===== config.mk =====
export PLATFORM = sky130hd
export DESIGN_NAME = cpu_bus_arbiter
export DESIGN_NICKNAME = d
export VERILOG_FILES = /design/src/rtl/cpu_bus_arbiter.sv
export SDC_FILE = /design/constraint.sdc
export NUM_CORES = 1
export LEC_CHECK = 0
export BUFFER_PORTS_ARGS = -buffer_cell sky130_fd_sc_hd__buf_2
export CAP_MARGIN = 10
export CORE_AREA = 10 10 146 148
export DETAILED_ROUTE_END_ITERATION = 7
export DIE_AREA = 0 0 156 158
export PLACE_DENSITY_LB_ADDON = 0.3
export SYNTH_ARGS = -nofsm -noshare
export SYNTH_HDL_FRONTEND = slang
export SYNTH_SLANG_ARGS = --single-unit

===== constraint.sdc =====
create_clock -name i_clock -period 3.6 [get_ports i_clock]
set_input_delay 0.72 -clock i_clock [delete_from_list [all_inputs] [get_ports i_clock]]
set_output_delay 0.72 -clock i_clock [all_outputs]
set_load 0.02 [all_outputs]

===== src/rtl/cpu_bus_arbiter.sv =====
// -----------------------------------------------------------------------------
// cpu_bus_arbiter
//
// Purpose:
//   Shares one external CPU bus between NUM_PORTS requesters (for example CPU
//   fetch, CPU memory stage, DMA and video). Whole transactions are
//   serialised, so exactly one port owns the bus at a time. Arbitration is
//   round-robin: the port that was granted last becomes lowest priority, so
//   no requester can be starved.
//
// Parameters:
//   NUM_PORTS       number of requester ports (2..8)
//   TIMEOUT_CYCLES  bus-ready watchdog limit (only used with the macro below)
//
// Optional feature:
//   CPU_BUS_ARBITER_TIMEOUT_EN  when defined, a bus cycle that sees no
//   i_bus_ready for TIMEOUT_CYCLES cycles is aborted: the port gets ready with
//   rdata 32'hDEADBEEF and o_timeout pulses for one cycle. When undefined the
//   arbiter waits for i_bus_ready indefinitely and o_timeout is tied to 0.
//
// Ports:
//   i_clock         system clock, rising edge
//   i_reset         synchronous active-low reset
//   i_port_rw       per-port write enable (1 = write), bit p = port p
//   i_port_request  per-port request level
//   o_port_ready    per-port completion flag (at most one bit set)
//   i_port_address  per-port address, port p in bits [32p+31:32p]
//   i_port_wdata    per-port write data, same packing
//   o_port_rdata    read data of the last completed transaction (shared)
//   o_bus_rw        bus write enable
//   o_bus_request   bus request
//   i_bus_ready     bus transaction complete
//   o_bus_address   bus address
//   i_bus_rdata     bus read data
//   o_bus_wdata     bus write data
//   o_timeout       one-cycle abort pulse
//
// Port handshake (request/ready):
//   A port raises request and holds rw/address/wdata stable until it samples
//   its ready bit high, then drops request. Ready stays high until the arbiter
//   samples that port's request low, so a port always sees at least one cycle
//   of ready and is never re-granted while its ready is still high.
// -----------------------------------------------------------------------------
module cpu_bus_arbiter #(
    parameter int NUM_PORTS      = 4,
    parameter int TIMEOUT_CYCLES = 1024
) (
    input  logic                      i_clock,
    input  logic                      i_reset,
    input  logic [NUM_PORTS-1:0]      i_port_rw,
    input  logic [NUM_PORTS-1:0]      i_port_request,
    output logic [NUM_PORTS-1:0]      o_port_ready,
    input  logic [32*NUM_PORTS-1:0]   i_port_address,
    input  logic [32*NUM_PORTS-1:0]   i_port_wdata,
    output logic [31:0]               o_port_rdata,
    output logic                      o_bus_rw,
    output logic                      o_bus_request,
    input  logic                      i_bus_ready,
    output logic [31:0]               o_bus_address,
    input  logic [31:0]               i_bus_rdata,
    output logic [31:0]               o_bus_wdata,
    output logic                      o_timeout
);

    localparam int IDX_W = (NUM_PORTS > 1) ? $clog2(NUM_PORTS) : 1;

    // Elaboration-time sanity check of the configuration.
    if (NUM_PORTS < 2 || NUM_PORTS > 8 || TIMEOUT_CYCLES < 1) begin : g_bad_config
        $error("cpu_bus_arbiter: NUM_PORTS must be 2..8 and TIMEOUT_CYCLES >= 1");
    end

    // -------------------------------------------------------------------------
    // State
    // -------------------------------------------------------------------------
    typedef enum logic [1:0] {
        ST_IDLE = 2'd0,
        ST_BUS  = 2'd1,
        ST_DONE = 2'd2
    } state_t;

    state_t                 state;
    state_t                 state_next;

    logic [IDX_W-1:0]       grant;
    logic [IDX_W-1:0]       grant_next;
    logic [IDX_W-1:0]       last_grant;
    logic [IDX_W-1:0]       last_grant_next;

    logic [NUM_PORTS-1:0]   port_ready_next;
    logic [31:0]            port_rdata_next;
    logic                   bus_rw_next;
    logic                   bus_request_next;
    logic [31:0]            bus_address_next;
    logic [31:0]            bus_wdata_next;

    // One-hot of the current owner, used when completing a transaction.
    logic [NUM_PORTS-1:0]   grant_onehot;

`ifdef CPU_BUS_ARBITER_TIMEOUT_EN
    localparam int CNT_W = (TIMEOUT_CYCLES > 1) ? $clog2(TIMEOUT_CYCLES) : 1;
    localparam logic [CNT_W-1:0] CNT_LAST = CNT_W'(TIMEOUT_CYCLES - 1);

    logic [CNT_W-1:0]       wait_cnt;
    logic [CNT_W-1:0]       wait_cnt_next;
    logic                   timeout_next;
`endif

    // -------------------------------------------------------------------------
    // Round-robin pick: scan from last_grant+1 upward, wrapping, and take the
    // first requesting port. The port granted last is visited last.
    // -------------------------------------------------------------------------
    logic                   pick_valid;
    logic [IDX_W-1:0]       pick_idx;
    int                     cand;

    always_comb begin
        pick_valid = 1'b0;
        pick_idx   = '0;
        cand       = 0;
        for (int i = 1; i <= NUM_PORTS; i++) begin
            cand = int'(last_grant) + i;
            if (cand >= NUM_PORTS) begin
                cand = cand - NUM_PORTS;
            end
            if (!pick_valid && i_port_request[cand]) begin
                pick_valid = 1'b1;
                pick_idx   = IDX_W'(cand);
            end
        end
    end

    always_comb begin
        grant_onehot        = '0;
        grant_onehot[grant] = 1'b1;
    end

    // -------------------------------------------------------------------------
    // Next-state and next-output logic
    // -------------------------------------------------------------------------
    always_comb begin
        state_next       = state;
        grant_next       = grant;
        last_grant_next  = last_grant;
        port_ready_next  = o_port_ready;
        port_rdata_next  = o_port_rdata;
        bus_rw_next      = o_bus_rw;
        bus_request_next = o_bus_request;
        bus_address_next = o_bus_address;
        bus_wdata_next   = o_bus_wdata;
`ifdef CPU_BUS_ARBITER_TIMEOUT_EN
        wait_cnt_next    = wait_cnt;
        timeout_next     = 1'b0;
`endif

        case (state)
            ST_IDLE: begin
                port_ready_next = '0;
                if (pick_valid) begin
                    grant_next       = pick_idx;
                    last_grant_next  = pick_idx;
                    bus_rw_next      = i_port_rw[pick_idx];
                    bus_address_next = i_port_address[int'(pick_idx)*32 +: 32];
                    bus_wdata_next   = i_port_wdata[int'(pick_idx)*32 +: 32];
                    bus_request_next = 1'b1;
                    state_next       = ST_BUS;
`ifdef CPU_BUS_ARBITER_TIMEOUT_EN
                    wait_cnt_next    = '0;
`endif
                end else begin
                    bus_request_next = 1'b0;
                end
            end

            ST_BUS: begin
                // Address/data stay registered; only completion is watched.
                // Writes also capture i_bus_rdata; the port ignores it.
                if (i_bus_ready) begin
                    port_rdata_next  = i_bus_rdata;
                    bus_request_next = 1'b0;
                    port_ready_next  = grant_onehot;
                    state_next       = ST_DONE;
                end
`ifdef CPU_BUS_ARBITER_TIMEOUT_EN
                else if (wait_cnt == CNT_LAST) begin
                    // Abandon the bus cycle and complete the port with a
                    // recognisable poison value.
                    port_rdata_next  = 32'hDEADBEEF;
                    bus_request_next = 1'b0;
                    port_ready_next  = grant_onehot;
                    timeout_next     = 1'b1;
                    state_next       = ST_DONE;
                end else begin
                    wait_cnt_next = wait_cnt + 1'b1;
                end
`endif
            end

            ST_DONE: begin
                // A port that already dropped request during BUS leaves here
                // after exactly one ready cycle.
                if (!i_port_request[grant]) begin
                    port_ready_next = '0;
                    state_next      = ST_IDLE;
                end
            end

            default: begin
                port_ready_next  = '0;
                bus_request_next = 1'b0;
                state_next       = ST_IDLE;
            end
        endcase
    end

    // -------------------------------------------------------------------------
    // Registers
    // -------------------------------------------------------------------------
    always_ff @(posedge i_clock) begin
        if (!i_reset) begin
            state         <= ST_IDLE;
            grant         <= '0;
            last_grant    <= IDX_W'(NUM_PORTS - 1);
            o_port_ready  <= '0;
            o_port_rdata  <= '0;
            o_bus_rw      <= 1'b0;
            o_bus_request <= 1'b0;
            o_bus_address <= '0;
            o_bus_wdata   <= '0;
        end else begin
            state         <= state_next;
            grant         <= grant_next;
            last_grant    <= last_grant_next;
            o_port_ready  <= port_ready_next;
            o_port_rdata  <= port_rdata_next;
            o_bus_rw      <= bus_rw_next;
            o_bus_request <= bus_request_next;
            o_bus_address <= bus_address_next;
            o_bus_wdata   <= bus_wdata_next;
        end
    end

`ifdef CPU_BUS_ARBITER_TIMEOUT_EN
    always_ff @(posedge i_clock) begin
        if (!i_reset) begin
            wait_cnt  <= '0;
            o_timeout <= 1'b0;
        end else begin
            wait_cnt  <= wait_cnt_next;
            o_timeout <= timeout_next;
        end
    end
`else
    assign o_timeout = 1'b0;
`endif

endmodule


==> results.py <==
metrics = {
    "global_route": {
        "antenna_found_initial": 2,
        "grt_usage_pct": 21.5,
        "grt_pass1_wl_um": 42200,
        "grt_start_max_net_pins": 46,
        "overflow": 0,
        "grt_pass1_vias": 7255,
    },
    "die": {
        "dieArea_um2": 24600,
        "core_area_um2": 18500,
        "die_w_um": 156,
        "die_y_um": 158,
        "placementRows": 50,
        "initial_utilization_pct": 34.4,
        "pin_count": 402,
    },
    "sta": {
        "max-slew-margin-rel_pct": 21.4,
        "grt_setup_unrepaired": "false",
        "tns_ps": 0,
        "fmax_ghz": 0.442,
        "finalClockSkew_ps": 9.99,
        "finalCritPeriodShare_pct": 62.8,
        "setup_viol": 0,
        "hold_viol": 0,
        "fin_hold_ws_ps": 452,
        "worstMarginPinSlew_ps": 1180,
        "slew_violations": 0,
        "min_period_ps": 2260,
    },
    "synthesis": {
        "synth-seq-area-share_pct": 34.1,
        "synth.distinct_cells": 38,
        "syn_inst": 745,
        "ys_ff_latch": 108,
        "async_flop_share_pct": 0,
        "syn_avg_cell_area_um2": 8.51,
        "synth_ff_type": "dfxtp_1",
        "ys.warnings.count": 0,
        "synth-edff-count": 0,
        "syn_area_um2": 6340,
        "synth_nets": 1044,
    },
    "pwr": {
        "power.density_nw_per_um2": 445,
        "leakagePower_uw": 0.00421,
        "vdd_drop_max_uv": 225,
    },
    "route": {
        "drcViolationCount": 0,
        "vias_per_cell": 5.49,
        "drt-total-wl_um": 28900,
        "antenna_left": 0,
        "dr.pass1.iters": 5,
        "drt-wirelength-per-cell_um": 21.7,
        "via_count": 7300,
        "drtIter0Drc": 516,
    },
    "cts": {
        "clk_pin_slew_ps": 90,
        "htree_levels": 3,
        "cts_tree": "done",
        "cts_resized": 0,
        "numCtsBuffers": 9,
        "clockBufferDepth": 2,
        "postCtsSetupRepairBufs": 0,
        "hold_buffers": 0,
        "clkLatencyLatePin_ps": 360,
        "cts_root_buf": "clkbuf_16",
        "cts.sink_count": 108,
    },
    "finish": {
        "fillers": 1827,
        "fin_area_um2": 8830,
        "nets": 1386,
        "area.growth.synth_to_final_pct": 39.4,
        "final_common_cell": "buf_2",
        "drive_gt1_share_pct": 41.9,
        "regArea_um2": 2160,
        "layout_common_cells": "buf_2 (400), nand2_1 (133), dfxtp_1 (108)",
        "multi_input_area_um2": 3820,
    },
    "critical_path": {
        "criticalPathCategory": "primary input to flop",
        "start_kind": "primary input",
        "critPathMaxFanout": 34,
        "worstPathRequired_ps": 3880,
        "arrival_ps": 2540,
        "end_kind": "flop",
    },
    "outcome": {
        "outcome": "completed",
    },
    "place": {
        "place_congestion": 0.863,
        "dp_hpwl_um": 21400,
        "dpl_cell_area_um2": 8500,
        "io_buffer_count": 400,
    },
    "run": {
        "maxCapViolCount": 0,
    },
    "hold_path": {
        "min_path_type": "flop to flop",
    },
}
## path summary, 6_finish.rpt
kind                                 start                        endpoint  slack (ps)  cells after the start
max                      i_port_request[2]  o_bus_address[12]$_SDFFE_PN0P_        1340                      7
min          o_port_rdata[18]$_SDFFE_PN0P_   o_port_rdata[18]$_SDFFE_PN0P_         450                      2
max reg2reg          state[0]$_SDFFE_PN0P_    o_port_rdata[0]$_SDFFE_PN0P_        1440                      4
min reg2reg  o_port_rdata[18]$_SDFFE_PN0P_   o_port_rdata[18]$_SDFFE_PN0P_         450                      2
## stage by stage
stage / util [%] / total power (µW) / setup slack [ps] / cells
2_1_floorplan: - / 2330 / 1560 / 745
3_3_place_gp: 46.0 / 2850 / 978 / 1310
3_5_place_dp: 46.0 / 2870 / 960 / 1310
4_1_cts: 47.8 / 3980 / 1350 / 1326
5_1_grt: 47.9 / 4140 / 1190 / 1328
6_report: 47.9 / 3930 / 1340 / 1329
## power by group
part | switching (µW) | leakage, µW | internal, µW
combinational | 840 | 0.00316 | 550
sequential | 92.7 | 0.000887 | 1350
clock | 533 | 0.000159 | 566
total | 1470 | 0.00421 | 2470
## final cells by class
| class | instances | area share (%) |
|---|---|---|
| multi-input cells | 547 | 43.2 |
| repair buffers | 421 | 25.2 |
| flip-flops and latches | 108 | 24.5 |
| well taps | 234 | 3.31 |
| clock buffers | 9 | 2.55 |
| clock inverters | 7 | 1.19 |
| diodes | 3 | 0.0850 |
## worst max-delay path, cell delays in order
cell      delay (ps)
buf_2            130
nor2_1           220
o21a_2           650
buf_12           280
o31ai_1          110
a211o_1          310
o211ai_1          90
## state kept, by name, summed over array words and instances (netlist names)
register and flops:
last_grant 2, o_bus_wdata 32, o_port_ready 4, state 2, o_bus_rw 1, o_bus_address 32
o_port_rdata 32, grant 2, o_bus_request 1
## cells in the mapped netlist, types with 2 or more instances
master,number,share of area (%)
a21boi_1,34,4.0
o21ai_0,4,0.32
nand4_1,67,6.6
a21oi_1,4,0.32
a21boi_0,3,0.36
mux2i_1,66,10
nor2_1,5,0.30
buf_2,35,2.8
buf_4,2,0.24
nor3_2,2,0.32
buf_1,7,0.41
o21a_1,3,0.36
nand3b_1,2,0.24
nand4b_1,2,0.28
o211ai_2,5,0.99
clkbuf_1,42,2.5
nand2b_1,7,0.69
o21ai_1,2,0.16
o31ai_1,65,7.7
buf_6,4,0.71
a211o_1,65,9.0
o211ai_1,60,7.1
nor2b_1,4,0.39
nand2_1,134,7.9
dfxtp_1,108,34
## cells by family (layout without fill, tap and decap cells)
| logic type | Yosys count | count (layout) | synth area share [%] |
|---|---|---|---|
| DFF | 108 | 108 | 34.1 |
| other | 1 | 4 | 0.0591 |
| AOI/OAI and AO/OA | 249 | 249 | 30.8 |
| muxes | 67 | 67 | 10.8 |
| buffers and inverters | 90 | 437 | 6.61 |
| and+or+nand+nor | 230 | 230 | 17.7 |
## routing by layer
metal  part of all wire (%)  vias up  GRT usage, %  wire (µm)
met4                    1.8        0          5.35        515
met2                     50      331          36.9      14600
met1                     39     3422          25.9      11300
li1                       -     3515             -          -
met5                      0        -             0          0
met3                    8.4       32          6.32       2430
No activity file was read; power rests on OpenSTA's default activity.
